## src/rtl/phoenix_local_ni_pkg.sv

```systemverilog
// Shared definitions for the Phoenix local-port network interface:
// flit width default, injection FSM states and ejection parser phases.
package phoenix_local_ni_pkg;

    localparam int TAM_FLIT_DEF = 16;
    localparam int RX_DEPTH_DEF = 4;

    typedef enum logic [1:0] {
        S_IDLE    = 2'd0,
        S_HEADER  = 2'd1,
        S_SIZE    = 2'd2,
        S_PAYLOAD = 2'd3
    } inj_state_t;

    typedef enum logic [1:0] {
        E_HEADER  = 2'd0,
        E_SIZE    = 2'd1,
        E_PAYLOAD = 2'd2
    } ej_phase_t;

endpackage

```

## src/rtl/phoenix_local_ni_fifo.sv

```systemverilog
// First-word fall-through FIFO for ejected flits tagged with {sop, eop}.
// Pointers carry one extra wrap bit so full and empty need no separate counter.
module ni_flit_fifo #(
    parameter int WIDTH = 18,
    parameter int DEPTH = 4
) (
    input  logic             clock,
    input  logic             reset,
    input  logic             push,
    input  logic [WIDTH-1:0] din,
    input  logic             pop,
    output logic [WIDTH-1:0] dout,
    output logic             full,
    output logic             empty
);

    localparam int AW = $clog2(DEPTH);

    logic [WIDTH-1:0] r_mem [DEPTH];
    logic [AW:0]      r_wr_ptr;
    logic [AW:0]      r_rd_ptr;
    logic             w_do_push;
    logic             w_do_pop;

    assign full  = (r_wr_ptr[AW] != r_rd_ptr[AW]) &&
                   (r_wr_ptr[AW-1:0] == r_rd_ptr[AW-1:0]);
    assign empty = (r_wr_ptr == r_rd_ptr);

    // A push while full is dropped even if a pop happens in the same cycle.
    assign w_do_push = push && !full;
    assign w_do_pop  = pop && !empty;

    assign dout = r_mem[r_rd_ptr[AW-1:0]];

    always_ff @(posedge clock or posedge reset) begin
        if (reset) begin
            r_wr_ptr <= '0;
            r_rd_ptr <= '0;
        end else begin
            if (w_do_push) begin
                r_wr_ptr <= r_wr_ptr + (AW+1)'(1);
            end
            if (w_do_pop) begin
                r_rd_ptr <= r_rd_ptr + (AW+1)'(1);
            end
        end
    end

    always_ff @(posedge clock) begin
        if (w_do_push) begin
            r_mem[r_wr_ptr[AW-1:0]] <= din;
        end
    end

endmodule

```

## src/rtl/phoenix_local_ni.sv

```systemverilog
// Phoenix router local-port NI: packetizes host requests into header/size/payload
// flits toward the router and de-packetizes ejected flits into a FWFT host stream.
import phoenix_local_ni_pkg::*;

module phoenix_local_ni #(
    parameter int TAM_FLIT = TAM_FLIT_DEF,
    parameter int RX_DEPTH = RX_DEPTH_DEF
) (
    input  logic                clock,
    input  logic                reset,
    input  logic                pkt_valid,
    input  logic [TAM_FLIT-1:0] pkt_target,
    input  logic [TAM_FLIT-1:0] pkt_size,
    output logic                pkt_ready,
    input  logic                pay_valid,
    input  logic [TAM_FLIT-1:0] pay_data,
    output logic                pay_ready,
    output logic                rx_o,
    output logic [TAM_FLIT-1:0] data_o,
    input  logic                credit_i,
    input  logic                tx_i,
    input  logic [TAM_FLIT-1:0] data_i,
    output logic                credit_o,
    output logic                rcv_valid,
    output logic [TAM_FLIT-1:0] rcv_data,
    output logic                rcv_sop,
    output logic                rcv_eop,
    input  logic                rcv_ready,
    output logic [15:0]         pkt_count
);

    inj_state_t          r_state;
    logic [TAM_FLIT-1:0] r_target;
    logic [TAM_FLIT-1:0] r_size;
    logic [TAM_FLIT-1:0] r_remaining;

    always_ff @(posedge clock or posedge reset) begin
        if (reset) begin
            r_state     <= S_IDLE;
            r_target    <= '0;
            r_size      <= '0;
            r_remaining <= '0;
        end else begin
            case (r_state)
                S_IDLE: begin
                    if (pkt_valid) begin
                        r_target <= pkt_target;
                        r_size   <= pkt_size;
                        r_state  <= S_HEADER;
                    end
                end
                S_HEADER: begin
                    if (credit_i) begin
                        r_state <= S_SIZE;
                    end
                end
                S_SIZE: begin
                    if (credit_i) begin
                        if (r_size == '0) begin
                            r_state <= S_IDLE;
                        end else begin
                            r_remaining <= r_size;
                            r_state     <= S_PAYLOAD;
                        end
                    end
                end
                S_PAYLOAD: begin
                    if (pay_valid && credit_i) begin
                        r_remaining <= r_remaining - TAM_FLIT'(1);
                        if (r_remaining == TAM_FLIT'(1)) begin
                            r_state <= S_IDLE;
                        end
                    end
                end
                default: r_state <= S_IDLE;
            endcase
        end
    end

    // Payload flits pass straight through so a flit is forwarded the cycle the host offers it.
    always_comb begin
        pkt_ready = 1'b0;
        pay_ready = 1'b0;
        rx_o      = 1'b0;
        data_o    = '0;
        case (r_state)
            S_IDLE: begin
                pkt_ready = 1'b1;
            end
            S_HEADER: begin
                rx_o   = 1'b1;
                data_o = r_target;
            end
            S_SIZE: begin
                rx_o   = 1'b1;
                data_o = r_size;
            end
            S_PAYLOAD: begin
                rx_o      = pay_valid;
                data_o    = pay_data;
                pay_ready = credit_i;
            end
            default: ;
        endcase
    end

    ej_phase_t           r_phase;
    logic [TAM_FLIT-1:0] r_ej_remaining;
    logic [15:0]         r_pkt_count;
    logic                w_push;
    logic                w_pop;
    logic                w_push_sop;
    logic                w_push_eop;
    logic                w_full;
    logic                w_empty;
    logic [TAM_FLIT+1:0] w_fifo_dout;

    assign credit_o = !w_full;
    assign w_push   = tx_i && credit_o;
    assign w_pop    = rcv_valid && rcv_ready;

    always_comb begin
        w_push_sop = 1'b0;
        w_push_eop = 1'b0;
        case (r_phase)
            E_HEADER:  w_push_sop = 1'b1;
            E_SIZE:    w_push_eop = (data_i == '0);
            E_PAYLOAD: w_push_eop = (r_ej_remaining == TAM_FLIT'(1));
            default: ;
        endcase
    end

    always_ff @(posedge clock or posedge reset) begin
        if (reset) begin
            r_phase        <= E_HEADER;
            r_ej_remaining <= '0;
            r_pkt_count    <= '0;
        end else if (w_push) begin
            case (r_phase)
                E_HEADER: begin
                    r_phase <= E_SIZE;
                end
                E_SIZE: begin
                    r_ej_remaining <= data_i;
                    r_phase        <= (data_i == '0) ? E_HEADER : E_PAYLOAD;
                end
                E_PAYLOAD: begin
                    r_ej_remaining <= r_ej_remaining - TAM_FLIT'(1);
                    if (r_ej_remaining == TAM_FLIT'(1)) begin
                        r_phase <= E_HEADER;
                    end
                end
                default: r_phase <= E_HEADER;
            endcase
            if (w_push_eop) begin
                r_pkt_count <= r_pkt_count + 16'd1;
            end
        end
    end

    ni_flit_fifo #(
        .WIDTH (TAM_FLIT + 2),
        .DEPTH (RX_DEPTH)
    ) u_rx_fifo (
        .clock (clock),
        .reset (reset),
        .push  (w_push),
        .din   ({w_push_sop, w_push_eop, data_i}),
        .pop   (w_pop),
        .dout  (w_fifo_dout),
        .full  (w_full),
        .empty (w_empty)
    );

    // Storage is not reset, so the marks are qualified by valid.
    assign rcv_valid = !w_empty;
    assign rcv_data  = w_fifo_dout[TAM_FLIT-1:0];
    assign rcv_sop   = w_fifo_dout[TAM_FLIT+1] && !w_empty;
    assign rcv_eop   = w_fifo_dout[TAM_FLIT] && !w_empty;
    assign pkt_count = r_pkt_count;

endmodule

```

## config.mk

```make
export PLATFORM = sky130hd
export DESIGN_NAME = phoenix_local_ni
export DESIGN_NICKNAME = d
export VERILOG_FILES = /design/src/rtl/phoenix_local_ni_pkg.sv /design/src/rtl/phoenix_local_ni_fifo.sv /design/src/rtl/phoenix_local_ni.sv
export SDC_FILE = /design/constraint.sdc
export NUM_CORES = 1
export LEC_CHECK = 0
export ABC_AREA = 1
export CAP_MARGIN = 15
export CORE_ASPECT_RATIO = 0.7
export CORE_MARGIN = 2
export CORE_UTILIZATION = 48
export CTS_CLUSTER_DIAMETER = 40
export DETAILED_ROUTE_END_ITERATION = 6
export PLACE_DENSITY = 0.8
export SYNTH_ARGS = -nofsm -noshare
export SYNTH_HDL_FRONTEND = slang
export SYNTH_HIERARCHICAL = 1
export SYNTH_SLANG_ARGS = --single-unit
export TNS_END_PERCENT = 1
```

## constraint.sdc

```tcl
create_clock -name clock -period 2.75 [get_ports clock]
set_input_delay 0.55 -clock clock [delete_from_list [all_inputs] [get_ports clock]]
set_output_delay 0.55 -clock clock [all_outputs]
set_load 0.02 [all_outputs]
```

[Yosys cells after proc, flatten, opt, wreduce, memory -nomap -nowiden]
Memory sizes are Yosys's and may differ from the RTL's.
Index checks and enable logic that the tools add are counted.
Operators by class
  equality and inequality tests: 17
  add/sub/neg operators: 5
  reduce and logical (&&, ||, !) cells: 23
  mux-type cells: 23
Operators by type and width (count)
  16-bit one-hot mux with 2 select lines: 2
  16-bit two-way mux: 3
  16-bit one-hot mux with 3 select lines: 1
  16-bit by 1-bit == test with 1-bit output (second input constant): 2
  16-bit zero test: 2
  16-bit by 1-bit subtractor with 16-bit output (second input constant): 2
  16-bit by 1-bit adder with 16-bit output (second input constant): 1
  2-bit two-way mux: 8
  2-bit inequality test (second input constant): 7
  1-bit logical AND: 8
  2-bit one-hot mux with 4 select lines: 1
  2-bit AND reduction: 4
  3-bit by 1-bit adder with 3-bit output (second input constant): 2
  2-bit == test (second input constant): 3
  2-bit one-hot mux with 3 select lines: 1
  1-bit two-way mux: 5
  5-bit AND reduction: 1
  2-bit by 1-bit == test with 1-bit output (second input constant): 2
  2-bit zero test: 2
  1-bit one-hot mux with 2 select lines: 2
  4-bit AND reduction: 1
  2-bit nonzero test: 2
  3-bit == test: 1
  2-bit == test: 1
  other kinds (3): 4
Word-level totals
  memories kept: 1
  output and inout port bits: 55
  memory bits (writable): 72
  bits in registers: 90
Memories
  u_rx_fifo.r_mem: depth 4, width 18, rd ports 1, clocked after memory_dff 0, wr ports 1, line phoenix_local_ni_fifo.sv:19  | logic [WIDTH-1:0] r_mem [DEPTH];

[Longest topological paths before layout]
Gate-level depths: netlist (run 1).
  depth in word-level cells: 7
  depth in mapped cells: 13
  depth with buffers taken out: 12

[By module]
The synthesis (run 1) kept the hierarchy.
Modules (own cells, without submodules)
  phoenix_local_ni: seq. area each 2102.0 µm², times used 1, area each 5421.4 µm², cells each 783
  ni_flit_fifo: seq. area each 2312.2 µm², times used 1, area each 3116.7 µm², cells each 234

[Worst setup path after synthesis (run 1)]
Ideal clock, no wire load.
  path type: register to register
  from: register u_rx_fifo.r_rd_ptr[0]
  to: memory u_rx_fifo.r_mem[0][0] (enable)
  period minus slack after synthesis: 2.702 ns
  path slack: 0.048 ns
  library setup time: 0.393 ns
  cell stages (with the launch flop): 9
  arrival time: 2.309 ns
  cell sequence: dfrtp_1 buf_6 xnor2_4 nand3_4 inv_1 nor2_1 buf_1 nand2_4 nor2_1
On the way
  longest elaborated chain between the ends: 7
RTL lines
  from (decl): line phoenix_local_ni_fifo.sv:21  | logic [AW:0] r_rd_ptr;
  from (signal assigned): line phoenix_local_ni_fifo.sv:44  | r_rd_ptr <= r_rd_ptr + (AW+1)'(1);
  2-bit == test: line phoenix_local_ni_fifo.sv:26  | (r_wr_ptr[AW-1:0] == r_rd_ptr[AW-1:0]);
  1-bit logical AND: line phoenix_local_ni_fifo.sv:25  | assign full = (r_wr_ptr[AW] != r_rd_ptr[AW]) &&
  net w_full: line phoenix_local_ni.sv:114  | logic w_full;
  1-bit zero test: line phoenix_local_ni.sv:118  | assign credit_o = !w_full;
  1-bit logical AND: line phoenix_local_ni.sv:119  | assign w_push = tx_i && credit_o;
  net w_push: line phoenix_local_ni.sv:110  | logic w_push;
  1-bit logical AND: line phoenix_local_ni_fifo.sv:30  | assign w_do_push = push && !full;
  1-bit two-way mux: line phoenix_local_ni_fifo.sv:50  | if (w_do_push) begin
  1-bit two-way mux (implied by the code): line phoenix_local_ni_fifo.sv:51  | r_mem[r_wr_ptr[AW-1:0]] <= din;
  to (decl): line phoenix_local_ni_fifo.sv:19
The timed path passes the listed nets, and every way through them passes these cells.

[Worst setup path after layout (run 1)]
  from: register u_rx_fifo.r_rd_ptr[0]
  to: output port rcv_data[1]
On the way
  longest elaborated chain between the ends: 1
RTL lines
  memory read 4 x 18 bit
  to (decl): line phoenix_local_ni.sv:25  | output logic [TAM_FLIT-1:0] rcv_data,
No other way between the ends.

==> results.toml, run 1 <==
[critical_path]
critPathCaptureType = "output pin"
cp_data_required_time_ns = 2.20
path_class = "reg -> out"
critPathMaxFanout = 15
arrival_ns = 2.13
cp-start-kind = "flip-flop"
rrSetupSlack_ns = 0.46

[logic_synthesis]
synth_cell_types = 36
synth-edff-count = 72
ys_async_sr_fraction_pct = 55.56
ys.flop_type = "dfrtp_1"
syn_avg_cell_area_um2 = 8.395
synth_common_cells = "nand2_1, nor2_1, inv_1"
ys_warn_count = 6
synth_fp_nets = 1105
synth_top_area_share_pct = 26.38
postSynthCellCount = 1017
synth_area_leader_cell = "dfrtp_1"
ys_top_cells_by_area = "dfrtp_1, edfxtp_1, nand2_1"
synth_seq_cells = 162
ys_seq_area_share_pct = 51.70
synth_most_common_cell = "nand2_1"
syn_area_mm2 = 0.008538

[timing]
timing.fmax_mhz = 373.8
worstMarginPinSlew_ns = 0.4770
fin_ws_ns = 0.07449
fin_skew_ns = 0.006553
grt_setup_unrepaired = "true"
hold_ws_ns = 0.4390
fin_crit_sh_pct = 97.29
relSlewSlack_pct = 67.91
period_minus_slack_ns = 2.676
finalHoldViolations = 0
maxSlewViolCount = 0
setup_viol = 0

[placed_design]
gp_congestion = 0.8916
hpwl_um = 15140
portBuffers = 125
pre_cts_ws_ns = 0.2590

[final_layout]
diodes = 0
drive_gt1_share_pct = 10.09
nFillCells = 1434
syn_to_final_growth_pct = 25.48
utilization_pct = 62.05
layout.nets = 1245

[routing]
met2_length_um = 9103
wl_met3_um = 1602
post_drt_via_cell_ratio = 5.286
drc = 0
wl_met1_um = 10440
drt_iter0_markers = 696
postRouteAntennaNets = 0
highest_layer = "met4"
firstDrtPassIters = 5
vias = 7405
wl_per_cell_um = 15.31
routed_wl_um = 21450

[floorplanning]
fp.dieArea_mm2 = 0.01889
die_w_um = 163.4
boundaryPins = 126
rows = 40
core_mm2 = 0.01727
initial_core_util_pct = 49.45
die_h_um = 115.6

[global_route]
antenna_found_initial = 0
grt_pass1_wl_um = 34360
grt_overflow = 0
grt_max_degree = 85
first_global_vias = 6781
grt_usage_pct = 23.23

[clock_network]
cts_tree = "built"
cts_htree_levels = 4
numCtsBuffers = 17
clock_path_buffers = 2
clkTransAtPathRegs_ns = 0.07
cts_num_sinks = 162
worstSkewPairLatency_ns = 0.42
cts-root-buf = "clkbuf_16"

[outcome]
status = "finished clean"

[pwr]
power_density_mw_per_mm2 = 1075
p_leak_nw = 4.809
ir_drop_mv = 0.4961

[run]
cap_violations = 0

[worst_hold_path]
hp-class = "in -> async"
[layer usage]
| layer | vias to the layer above | global-route usage (%) |
|---|---|---|
| met5 | - | 0 |
| met4 | 0 | 6.195 |
| met3 | 31 | 4.868 |
| met2 | 277 | 32.86 |
| met1 | 3499 | 36.15 |
| li1 | 3598 | - |
[flip-flops by register name, summed over array words and instances, names as in the netlist]
register and cells:
r_state 2, r_ej_remaining 16, u_rx_fifo/r_wr_ptr 3, r_size 16
r_target 16, r_phase 2, pkt_count 16, r_remaining 16
u_rx_fifo/r_mem 72, u_rx_fifo/r_rd_ptr 3
[stage by stage]
stage	setup TNS [ns]	cells	power (mW)	instance area, um2
finish	0	1401	11.51	10710
global route	-0.0003810	1401	12.33	10710
CTS	-0.02745	1401	11.54	10710
detailed placement	0	1369	9.367	10160
global placement	0	1369	9.199	10160
floorplan	0	1017	7.442	8538
[power breakdown]
part	internal, mW	switching, mW
registers	3.35	0.549
logic	2.05	3.30
clock network	1.20	1.06
total	6.60	4.91
[kinds of logic after synthesis]
group                      share of synthesized area [%]
adders and majority gates                          2.491
muxes                                              3.429
DFF                                                51.70
and+or+nand+nor                                    26.79
AOI/OAI and AO/OA                                  7.386
xor gates and xnor gates                           1.246
buffers and inverters                              6.961
[layout make-up]
cell class | instances | area, um2 | share of cell area (%)
clock buffer | 17 | 425.4 | 3.971
tap | 231 | 289.0 | 2.698
timing repair buffer | 158 | 1508 | 14.07
clock inverter | 15 | 138.9 | 1.296
multi-input combinational | 710 | 3530 | 32.94
sequential | 162 | 4414 | 41.20
inverter | 108 | 409.1 | 3.819
[worst paths after layout]
path,start,to,cells after the start
max,u_rx_fifo/r_rd_ptr[0],rcv_data[1],5
min,reset,u_rx_fifo/r_rd_ptr[1],2
max reg2reg,u_rx_fifo/r_rd_ptr[0],u_rx_fifo/r_mem[3][3],9
min reg2reg,r_target[4],r_target[4],1
max in group asynchronous,reset,pkt_count[2],3
min in group clock,r_target[4],r_target[4],1
[placed cells by master (no fill, tap or decap), types with 2 or more instances in the layout]
master	count
buf_4	30
dlymetal6s2s_1	2
inv_8	5
nor2_1	133
nand2_2	2
inv_1	100
inv_6	4
clkinv_1	3
clkdlybuf4s50_1	103
a22oi_1	2
buf_12	2
o22ai_1	21
nand2_4	3
clkinvlp_4	3
nand3_1	77
inv_2	4
xor2_1	5
a21oi_1	16
mux2_2	26
ha_1	17
nand4_1	20
edfxtp_1	72
dfrtp_1	90
nand3_2	3
or2_2	2
o21ai_2	4
nand3b_1	5
dlygate4sd2_1	20
xnor2_1	4
o21ai_0	68
nor2_2	5
clkbuf_16	17
nand2_1	289
[critical path, cell delays in order, from the launching register on]
cell	delay (ns)
dfrtp_1	0.42
inv_4	0.16
buf_4	0.20
nor2_1	0.06
o22ai_1	0.21
clkdlybuf4s50_1	0.65
[what timing repair did]
item	4_1_cts	5_1_grt
buffers inserted	0	0
hold buffers	0	0
setup endpoints to repair	21	11
resized for setup	22	3
Note: power is estimated with default switching activity, not from simulation.
==> run 2, diff against run 1 <==
Settings changed: SYNTH_HIERARCHICAL 1 to unset.
==> results.toml, run 2 <==
[logic_synthesis]
ys_async_sr_fraction_pct = 55.56
syn_area_mm2 = 0.008503
synth_top_area_share_pct = 26.49
synth_fp_nets = 1098
synth_seq_cells = 162
ys_warn_count = 0
synth-edff-count = 72
synth_common_cells = "nand2_1, nor2_1, dfrtp_1"
synth_area_leader_cell = "dfrtp_1"
synth_most_common_cell = "nand2_1"
syn_avg_cell_area_um2 = 8.419
postSynthCellCount = 1010
ys_top_cells_by_area = "dfrtp_1, edfxtp_1, nand2_1"
ys_seq_area_share_pct = 51.91
synth_cell_types = 36
ys.flop_type = "dfrtp_1"

[pwr]
power_density_mw_per_mm2 = 1094
ir_drop_mv = 0.5015
p_leak_nw = 4.739

[floorplanning]
initial_core_util_pct = 49.25
core_mm2 = 0.01727
die_h_um = 115.4
boundaryPins = 126
die_w_um = 163.1
rows = 40
fp.dieArea_mm2 = 0.01881

[global_route]
grt_usage_pct = 24.50
antenna_found_initial = 1
grt_max_degree = 91
grt_pass1_wl_um = 35820
first_global_vias = 6869
grt_overflow = 0

[clock_network]
clock_path_buffers = 2
worstSkewPairLatency_ns = 0.43
cts_tree = "built"
cts_num_sinks = 162
numCtsBuffers = 17
cts_htree_levels = 4
cts-root-buf = "clkbuf_16"
hold_buffers = 0
clkTransAtPathRegs_ns = 0.07

[outcome]
status = "finished clean"

[critical_path]
path_class = "reg -> out"
cp-start-kind = "flip-flop"
arrival_ns = 2.13
cp_data_required_time_ns = 2.20
critPathCaptureType = "output pin"
critPathMaxFanout = 8

[timing]
maxSlewViolCount = 0
fin_skew_ns = 0.008066
setup_viol = 0
grt_setup_unrepaired = "false"
worstMarginPinSlew_ns = 0.4970
finalHoldViolations = 0
period_minus_slack_ns = 2.680
timing.fmax_mhz = 373.1
relSlewSlack_pct = 66.86
hold_ws_ns = 0.4968
fin_crit_sh_pct = 97.45

[final_layout]
layout.nets = 1230
mostFrequentLayoutCell = "nand2_1"
drive_gt1_share_pct = 10.13
syn_to_final_growth_pct = 25.68
final_cells = 1387
largest_reg_flops = 72
final_cell_mix = "nand2_1, nor2_1, clkdlybuf4s50_1"

[routing]
routed_wl_um = 22460
post_drt_via_cell_ratio = 5.384
firstDrtPassIters = 6
drc = 0
postRouteAntennaNets = 0
wl_per_cell_um = 16.19
vias = 7467
drt_iter0_markers = 695

[placed_design]
hpwl_um = 15640
gp_congestion = 0.9400
portBuffers = 125
dp_cells = 1354

[worst_hold_path]
hp-class = "reg -> reg"

[run]
cap_violations = 0
==> run 2: what timing repair did <==
item,CTS,global route
setup buffers,0,0
pin swaps,1,1
setup endpoints to repair,30,14
gates resized for setup,28,12
==> run 2: worst paths after layout <==
path                       slack (ns)                     to                   from  depth (start not counted)
setup / recovery                 0.07           rcv_data[11]  u_rx_fifo.r_rd_ptr[1]                          5
hold / removal                   0.50  u_rx_fifo.r_wr_ptr[2]  u_rx_fifo.r_wr_ptr[2]                          1
setup reg to reg                 0.60         r_remaining[9]             r_state[0]                         10
hold reg to reg                  0.50  u_rx_fifo.r_wr_ptr[2]  u_rx_fifo.r_wr_ptr[2]                          1
max in group asynchronous        1.75  u_rx_fifo.r_rd_ptr[1]                  reset                          3
min in group asynchronous        0.59            r_target[0]                  reset                          3
==> run 2: critical path, stage by stage (launching register included) <==
cell and delay [ns]:
dfrtp_2 0.45, buf_4 0.19, buf_4 0.17, o21ai_0 0.09
o22ai_1 0.17, clkdlybuf4s50_1 0.62
==> run 2: routing by layer <==
metal  up-vias  share of wire (%)  track usage (%)
li1       3578                  -                -
met1      3543                 47            37.98
met2       321                 44            34.89
met3        25                7.7            5.195
met4         0                1.0            6.254
met5         -                  0                0
==> run 2: final cells by class <==
class | count | area (um2)
Fill cell | 1392 | 6580
Multi-Input combinational cell | 736 | 3623
Sequential cell | 162 | 4415
Clock buffer | 17 | 425.4
Timing Repair Buffer | 150 | 1468
Tap cell | 231 | 289.0
Antenna cell | 1 | 2.502
Inverter | 75 | 287.8
Clock inverter | 15 | 175.2
==> run 2: where the power goes <==
group          switching [mW]  leakage, nW  internal [mW]  total, mW
clock                    1.05        0.282           1.37       2.42
sequential              0.619         1.78           3.35       3.97
combinational            3.32         2.68           1.99       5.31
==> run 2: cells by family after synthesis <==
| kind of cell | Yosys count | synth area share [%] |
|---|---|---|
| AND/OR/NAND/NOR | 572 | 28.12 |
| flip-flops | 162 | 51.91 |
| buffers and inverters | 112 | 5.503 |
| AO/OA/AOI/OAI | 101 | 6.283 |
| multiplexers | 32 | 4.238 |
| adder cells (fa/ha/maj) | 17 | 2.501 |
| XOR/XNOR | 14 | 1.442 |
==> run 2: through the flow <==
stage | utilization, % | cell area (um2) | setup slack (ns) | TNS [ns] | total power, mW
3_5_place_dp | 58.37 | 10080 | 0.2687 | 0 | 9.358
2_1_floorplan | - | 8507 | 0.5797 | 0 | 7.395
3_3_place_gp | 58.37 | 10080 | 0.3355 | 0 | 9.214
6_report | 61.89 | 10690 | 0.06999 | 0 | 11.70
5_1_grt | 61.88 | 10680 | 0.004493 | 0 | 12.45
4_1_cts | 61.72 | 10660 | -0.07636 | -0.07636 | 11.66
==> run 3, diff against run 2 <==
Settings changed: CTS_CLUSTER_DIAMETER 40 to unset.
==> results of run 3 <==
The final DEF is identical to that of run 2; final timing and power are the same.
